==> src/rtl/fetch_unit_if.sv <==
// fetch_unit_if -- bus bundle between the fetch unit, instruction memory and decode.
//
// Signals:
//   mem_req / mem_addr     fetch -> memory   read request and word address
//   mem_ready / mem_rdata  memory -> fetch   completion strobe and read data
//   instr / instr_pc       fetch -> decode   fetched word and its address
//   instr_valid            fetch -> decode   instr/instr_pc hold a word
//   out_ready              decode -> fetch   decode takes the word when valid & ready
//
// Modports: master = fetch unit side, slave = memory/decode side.
interface fetch_unit_if;
    logic        mem_req;
    logic [31:0] mem_addr;
    logic        mem_ready;
    logic [31:0] mem_rdata;
    logic [31:0] instr;
    logic [31:0] instr_pc;
    logic        instr_valid;
    logic        out_ready;

    modport master (
        output mem_req, mem_addr, instr, instr_pc, instr_valid,
        input  mem_ready, mem_rdata, out_ready
    );

    modport slave (
        input  mem_req, mem_addr, instr, instr_pc, instr_valid,
        output mem_ready, mem_rdata, out_ready
    );
endinterface

==> src/rtl/fetch_unit.sv <==
// fetch_unit -- instruction fetch sequencer between a program counter, an
// instruction memory and the decode stage.
//
// Ports:
//   clk                  sole clock, rising edge
//   reset                asynchronous active-low reset
//   run                  1 = fetching permitted, 0 = stop after current transaction
//   pc                   current program counter (upstream counter output)
//   pc_enable            one-cycle increment strobe, asserted on memory completion
//   pc_cnt_up            counter direction, constant 1
//   pc_load/pc_load_data counter load strobe and value (driven by redirect)
//   redirect/redirect_pc branch redirect strobe and target
//   fetch_err            sticky memory-timeout flag
//   bus                  fetch_unit_if.master: memory request/response and decode output
//
// Parameter:
//   TIMEOUT_CYCLES       FETCH cycles without mem_ready before abort (1..255)
//
// Build option:
//   FETCH_TIMEOUT_EN     when defined, a FETCH that waits TIMEOUT_CYCLES cycles
//                        aborts, sets fetch_err and parks in IDLE until a redirect
//                        or reset. When undefined, fetch_err is tied 0 and FETCH
//                        waits indefinitely.
module fetch_unit #(
    parameter int unsigned TIMEOUT_CYCLES = 16
) (
    input  logic         clk,
    input  logic         reset,
    input  logic         run,
    input  logic [31:0]  pc,
    output logic         pc_enable,
    output logic         pc_cnt_up,
    output logic         pc_load,
    output logic [31:0]  pc_load_data,
    input  logic         redirect,
    input  logic [31:0]  redirect_pc,
    output logic         fetch_err,
    fetch_unit_if.master bus
);

    if (TIMEOUT_CYCLES < 1 || TIMEOUT_CYCLES > 255) begin : g_bad_timeout
        $error("fetch_unit: TIMEOUT_CYCLES must be in 1..255");
    end

    typedef enum logic [1:0] {
        IDLE,
        FETCH,
        HOLD
    } state_t;

    state_t      state;
    state_t      state_next;
    logic        armed;        // set by the first edge after reset release
    logic        capture;      // memory completion accepted this cycle
    logic        timeout_hit;  // wait limit reached in the current FETCH cycle
    logic [31:0] instr_q;
    logic [31:0] instr_pc_q;
    logic        instr_valid_q;

    // Next-state logic. Redirect overrides every other transition. The
    // 'armed' gate keeps the first edge after reset release from launching a
    // fetch, so the earliest mem_req follows the second edge.
    always_comb begin
        state_next = state;
        capture    = 1'b0;
        case (state)
            IDLE: begin
                if (run && armed && !fetch_err) state_next = FETCH;
            end
            FETCH: begin
                if (bus.mem_ready) begin
                    capture    = 1'b1;
                    state_next = HOLD;
                end else if (timeout_hit) begin
                    state_next = IDLE;
                end
            end
            HOLD: begin
                if (bus.out_ready) state_next = (run && armed) ? FETCH : IDLE;
            end
            default: state_next = IDLE;
        endcase
        if (redirect) begin
            capture    = 1'b0;
            state_next = (run && armed) ? FETCH : IDLE;
        end
    end

    // Reset forces state to IDLE asynchronously, so mem_req and pc_enable
    // drop with it; pc_load needs the explicit reset gate.
    assign bus.mem_req     = (state == FETCH) && !redirect;
    assign bus.mem_addr    = bus.mem_req ? pc : '0;
    assign pc_enable       = capture;
    assign pc_cnt_up       = 1'b1;
    assign pc_load         = redirect && reset;
    assign pc_load_data    = pc_load ? redirect_pc : '0;
    assign bus.instr       = instr_q;
    assign bus.instr_pc    = instr_pc_q;
    assign bus.instr_valid = instr_valid_q;

    always_ff @(posedge clk or negedge reset) begin
        if (!reset) begin
            state         <= IDLE;
            armed         <= 1'b0;
            instr_q       <= '0;
            instr_pc_q    <= '0;
            instr_valid_q <= 1'b0;
        end else begin
            state <= state_next;
            armed <= 1'b1;
            if (redirect) begin
                instr_valid_q <= 1'b0;
            end else if (capture) begin
                instr_q       <= bus.mem_rdata;
                instr_pc_q    <= pc;
                instr_valid_q <= 1'b1;
            end else if (state == HOLD && bus.out_ready) begin
                instr_valid_q <= 1'b0;
            end
        end
    end

`ifdef FETCH_TIMEOUT_EN
    localparam logic [7:0] WAIT_LIMIT = 8'(TIMEOUT_CYCLES - 1);

    logic [7:0] wait_cnt;  // FETCH cycles already spent without mem_ready
    logic       err_q;

    assign timeout_hit = (wait_cnt >= WAIT_LIMIT);
    assign fetch_err   = err_q;

    // The counter restarts whenever FETCH is (re)entered, including a
    // redirect that lands back in FETCH.
    always_ff @(posedge clk or negedge reset) begin
        if (!reset) begin
            wait_cnt <= '0;
            err_q    <= 1'b0;
        end else begin
            if (redirect) begin
                err_q <= 1'b0;
            end else if (state == FETCH && !bus.mem_ready && timeout_hit) begin
                err_q <= 1'b1;
            end
            if (state == FETCH && state_next == FETCH && !redirect) begin
                wait_cnt <= (wait_cnt == '1) ? wait_cnt : wait_cnt + 8'd1;
            end else begin
                wait_cnt <= '0;
            end
        end
    end
`else
    assign timeout_hit = 1'b0;
    assign fetch_err   = 1'b0;
`endif

endmodule
==> src/flat_wrapper.sv <==
// flat-port wrapper written by rule: the top's interface ports become plain ports
module fetch_unit_flat 
#(
    parameter int unsigned TIMEOUT_CYCLES = 16
)
  (clk, reset, run, pc, pc_enable, pc_cnt_up, pc_load, pc_load_data, redirect, redirect_pc, fetch_err, bus_mem_req, bus_mem_addr, bus_instr, bus_instr_pc, bus_instr_valid, bus_mem_ready, bus_mem_rdata, bus_out_ready);
  fetch_unit_if bus_i ();
  input  logic clk;
  input  logic reset;
  input  logic run;
  input  logic [31:0] pc;
  output logic pc_enable;
  output logic pc_cnt_up;
  output logic pc_load;
  output logic [31:0] pc_load_data;
  input  logic redirect;
  input  logic [31:0] redirect_pc;
  output logic fetch_err;
  output wire logic [$bits(bus_i.mem_req)-1:0] bus_mem_req;
  output wire logic [$bits(bus_i.mem_addr)-1:0] bus_mem_addr;
  output wire logic [$bits(bus_i.instr)-1:0] bus_instr;
  output wire logic [$bits(bus_i.instr_pc)-1:0] bus_instr_pc;
  output wire logic [$bits(bus_i.instr_valid)-1:0] bus_instr_valid;
  input wire logic [$bits(bus_i.mem_ready)-1:0] bus_mem_ready;
  input wire logic [$bits(bus_i.mem_rdata)-1:0] bus_mem_rdata;
  input wire logic [$bits(bus_i.out_ready)-1:0] bus_out_ready;
  assign bus_mem_req = bus_i.mem_req;
  assign bus_mem_addr = bus_i.mem_addr;
  assign bus_instr = bus_i.instr;
  assign bus_instr_pc = bus_i.instr_pc;
  assign bus_instr_valid = bus_i.instr_valid;
  assign bus_i.mem_ready = bus_mem_ready;
  assign bus_i.mem_rdata = bus_mem_rdata;
  assign bus_i.out_ready = bus_out_ready;
  fetch_unit #(.TIMEOUT_CYCLES(TIMEOUT_CYCLES)) u_core (.clk(clk), .reset(reset), .run(run), .pc(pc), .pc_enable(pc_enable), .pc_cnt_up(pc_cnt_up), .pc_load(pc_load), .pc_load_data(pc_load_data), .redirect(redirect), .redirect_pc(redirect_pc), .fetch_err(fetch_err), .bus(bus_i));
endmodule
==> config.mk <==
export PLATFORM = sky130hd
export DESIGN_NAME = fetch_unit_flat
export DESIGN_NICKNAME = d
export VERILOG_FILES = /design/src/rtl/fetch_unit_if.sv /design/src/rtl/fetch_unit.sv /design/src/flat_wrapper.sv
export SDC_FILE = /design/constraint.sdc
export NUM_CORES = 1
export LEC_CHECK = 0
export CAP_MARGIN = 20
export CORE_MARGIN = 10
export CORE_UTILIZATION = 36
export CTS_CLUSTER_SIZE = 20
export DETAILED_ROUTE_END_ITERATION = 6
export GPL_TIMING_DRIVEN = 1
export HOLD_SLACK_MARGIN = 0.05
export PLACE_DENSITY_LB_ADDON = 0.25
export REMOVE_ABC_BUFFERS = 1
export SLEW_MARGIN = 20
export SYNTH_ARGS = -nofsm -noshare
export SYNTH_HDL_FRONTEND = slang
export SYNTH_SLANG_ARGS = --single-unit
==> constraint.sdc <==
create_clock -name clk -period 3.8 [get_ports clk]
set_input_delay 0.76 -clock clk [delete_from_list [all_inputs] [get_ports clk]]
set_output_delay 0.76 -clock clk [all_outputs]
set_load 0.05 [all_outputs]
Yosys cells after proc, flatten, opt, wreduce, memory -nomap -nowiden --
Index checks and enable logic that the tools add are counted.
Cells by class: equality and inequality tests 5, muxes and demuxes 14, bitwise operators 1, reductions and logical operators 9
Operators with widths (number):
- 32-bit two-way mux | 2
- 2-bit two-way mux | 4
- 1-bit two-way mux | 7
- 3-bit != test (second input constant) | 2
- 2-bit case mux with 3 select lines | 1
- 1-bit logical AND | 4
- 3-bit by 2-bit != test with 1-bit output (second input constant) | 1
- 3-bit AND reduction | 1
- 3-bit nonzero test | 1
- 2-bit by 1-bit equality test with 1-bit output (second input constant) | 1
- 2-bit equality test (second input constant) | 1
- 2-bit logical NOT | 1
- 2-bit AND reduction | 1
- 1-bit logical NOT | 1
- 1-bit inverter | 1
Word-level totals: register bits 68, input port bits 102, word-level logic and storage cells 34

Longest topological paths before layout --
depth after elaboration 5, depth in mapped cells 4, mapped depth without buffers 2

Least setup slack after synthesis --
OpenSTA, ideal clock, no wires.
kind input to output, from input redirect, to output bus_mem_addr[10], data arrival time 1972 ps, setup slack 1068 ps, cell stages on the path 3, path buffers 1, cell sequence nor3b_1 -> buf_2 -> and2_1
On the way: cells in the longest elaborated chain, start to end 3
Ends and longest elaborated chain:
- start, declared | RTL line flat_wrapper.sv:16 | input logic redirect;
- 1-bit logical NOT | RTL line fetch_unit.sv:91 | assign bus.mem_req = (state == FETCH) && !redirect;
- 1-bit logical AND | RTL line fetch_unit.sv:91
- net bus_mem_req | RTL line flat_wrapper.sv:19 | output wire logic [$bits(bus_i.mem_req)-1:0] bus_mem_req;
- 32-bit two-way mux | RTL line fetch_unit.sv:92 | assign bus.mem_addr = bus.mem_req ? pc : '0;
- end, declared | RTL line flat_wrapper.sv:20 | output wire logic [$bits(bus_i.mem_addr)-1:0] bus_mem_addr;
The timed path passes the listed nets, and every way through them passes these cells.

Worst setup path in the final report --
from input redirect, to output bus_mem_addr[0]
On the way: cells in the longest elaborated chain, start to end 3
Ends and longest elaborated chain (RTL line):
- 1-bit logical NOT | fetch_unit.sv:91
- 1-bit logical AND | fetch_unit.sv:91
- 32-bit two-way mux | fetch_unit.sv:92
No other way between the ends.

==> results_dict.tcl <==
set metrics [dict create \
    status "completed" \
    clkPwrFrac 0.205 \
    ff_latch_area_um2 1700 \
    initial_core_util 0.373 \
    finClkSkew_ns 0.0128 \
    dpl.cell_count 558 \
    final.min_clock_period_ns 3.02 \
    start_kind "input port" \
    grt_max_degree 69 \
    wl_per_cell_um 19.1 \
    dieArea_um2 12700 \
    hpwl_mm 9.11 \
    report.final.setup_viol 0 \
    drv_cap 0 \
    diodes 0 \
    tritoncts "built" \
    clock_latency_ns 0.33 \
    drt_iter0_markers 89 \
    grtUsageTotal 0.167 \
    clockBufferDepth 2 \
    fin_cells 574 \
    cts.htree.levels 3 \
    wirelength_mm 10.9 \
    multiInputGateArea_um2 1260 \
    gp_congestion 0.766 \
    drive_gt1_frac 0.333 \
    postCtsSetupBuffers 0 \
    min-delay-path-class "reg2reg" \
    switching_power_mw 1.43 \
    die_h_um 113 \
    core_um2 8260 \
    internal-power_mw 2.01 \
    antenna_found_initial 0 \
    end_kind "output pin" \
    cts_hold_buf 0 \
    ys_ff_latch 68 \
    p_total_mw 3.44 \
    ys_seq_area_frac 0.552 \
    worstMarginPinSlew_ns 0.834 \
    netlist_instances 232 \
    cts_resized 0 \
    fmax_ghz 0.332 \
    rows 33 \
    hold_viol_final 0 \
    numCtsBuffers 9 \
    syn_avg_cell_area_um2 13.3 \
    powerDensity_nw_per_um2 575 \
    r2r_setup_slack_ns 1.78 \
    p_sw_frac 0.416 \
    route.detailed.drc 0 \
    grt_pass1_wl_mm 16.9 \
    fillers 580 \
    yosysWarnings 0 \
    area_growth_pct 94.0 \
    seq_power_share 0.298 \
    leakagePower_nw 2.64 \
    drtPass1Iterations 4 \
    cts_root_buf "clkbuf_8" \
    arrival_ns 2.26 \
    synthesis.area_um2 3080 \
    ios 236 \
    synth_cell_types 22 \
    grt_pass1_vias 2857 \
    cp.required_ns 3.04 \
    clkSinkCount 68 \
    vias 2663 \
    power_frac_comb 0.497 \
    vias_per_cell 4.64 \
    die_w_um 113 \
    rsz0062_at_grt "no" \
    maxSlewViolCount 0 \
    relSlewSlack 0.444 \
    worstPathMaxFanout 28 \
    final.period_utilization 0.794 \
    path_clk_slew_ns 0.06 \
    num-nets-final 566 \
    grt-ovfl-total 0 \
    ant_nets 0 \
    irDropWorstVdd_v 0.000428 \
    critPathKind "in2out" \
    port_buffers 233 \
]
[layout make-up]
cell class / count / share of cell area
Timing Repair Buffer: 239 / 0.442
Tap cell: 105 / 0.0220
Clock inverter: 6 / 0.0186
Multi-Input combinational cell: 145 / 0.211
Sequential cell: 68 / 0.285
Inverter: 1 / 0.000628
Clock buffer: 10 / 0.0213
[synthesized netlist by cell type (all sizes together)]
master | instances | share of area
a2111oi | 1 | 0.0028
a21oi | 1 | 0.0016
a41o | 1 | 0.0032
and2 | 33 | 0.067
and3 | 32 | 0.065
and3b | 1 | 0.0028
buf | 10 | 0.030
clkbuf | 9 | 0.011
conb | 2 | 0.0024
dfrtp | 68 | 0.55
inv | 1 | 0.0012
mux2 | 64 | 0.23
nand2b | 2 | 0.0041
nand3b | 1 | 0.0024
nor2 | 1 | 0.0012
nor3b | 1 | 0.0024
nor4b | 1 | 0.0028
nor4bb | 1 | 0.0081
or3b | 2 | 0.0057
[metrics by stage]
step                TNS [ns]   util  hold WS [ns]  cell area (um2)  setup WS [ns]
finish                     0  0.724         0.506             5980          0.783
CTS                        0  0.724         0.510             5980          0.758
global placement           0  0.695         0.470             5740          0.814
global route               0  0.724         0.522             5980          0.662
detailed placement         0  0.695         0.488             5740          0.758
floorplan             -26.83      -         0.464             2960         -0.577
[metal layers]
layer / wire length [um] / global-route usage / vias to the layer above
met4: 145 / 0.0465 / 0
met1: 3930 / 0.166 / 1245
met3: 1350 / 0.0932 / 14
met2: 5510 / 0.292 / 134
li1: - / - / 1270
met5: 0 / 0 / -
[logic make-up (layout without fill, tap and decap cells)]
| logic type | after synthesis | in the layout | share of synthesized area |
|---|---|---|---|
| compound gates | 3 | 3 | 0.00771 |
| other cells | 2 | 3 | 0.00244 |
| flops | 68 | 68 | 0.552 |
| mux | 64 | 64 | 0.234 |
| simple gates | 75 | 75 | 0.162 |
| buf+inv | 20 | 256 | 0.0422 |
[critical path, stage by stage]
cell             delay (ns)
clkdlybuf4s50_1        0.56
nor3b_2                0.26
buf_4                  0.28
and2_1                 0.22
buf_12                 0.15
[cell usage in the layout, fill, tap and decap left out, drive strengths merged, types with 2 or more instances in the layout]
cell,Yosys,layout
inv,1,2
clkbuf,9,10
and3,32,32
bufinv,0,3
dfrtp,68,68
mux2,64,64
conb,2,3
clkdlybuf4s50,0,165
or3b,2,2
buf,10,74
and2,33,33
nand2b,2,2
[power groups by stage]
stage,sequential (mW),combinational [mW],clock [mW]
2_1_floorplan,1.74,0.313,0
3_3_place_gp,1.03,1.71,0
3_5_place_dp,1.04,1.73,0
4_1_cts,1.03,1.73,0.727
5_1_grt,1.05,1.78,0.751
6_report,1.02,1.71,0.706
[path summary, 6_finish.rpt]
kind,cells after the start,startpoint,to
worst min register to register,1,u_core.bus.instr_pc[13],u_core.bus.instr_pc[13]
worst max-delay path,5,redirect,bus_mem_addr[0]
min in group asynchronous,2,reset,u_core.bus.instr_pc[20]
max in group asynchronous,2,reset,u_core.bus.instr_pc[22]
worst max register to register,4,u_core.state[1],u_core.bus.instr_pc[14]
worst min-delay path,1,u_core.bus.instr_pc[13],u_core.bus.instr_pc[13]
[sequential cells by signal, indices dropped and copies added, names as in the netlist]
signal                  flops
u_core.bus.instr_pc        32
u_core.bus.instr_valid      1
u_core.armed                1
u_core.state                2
u_core.bus.instr           32
(Power assumes the default switching activity.)
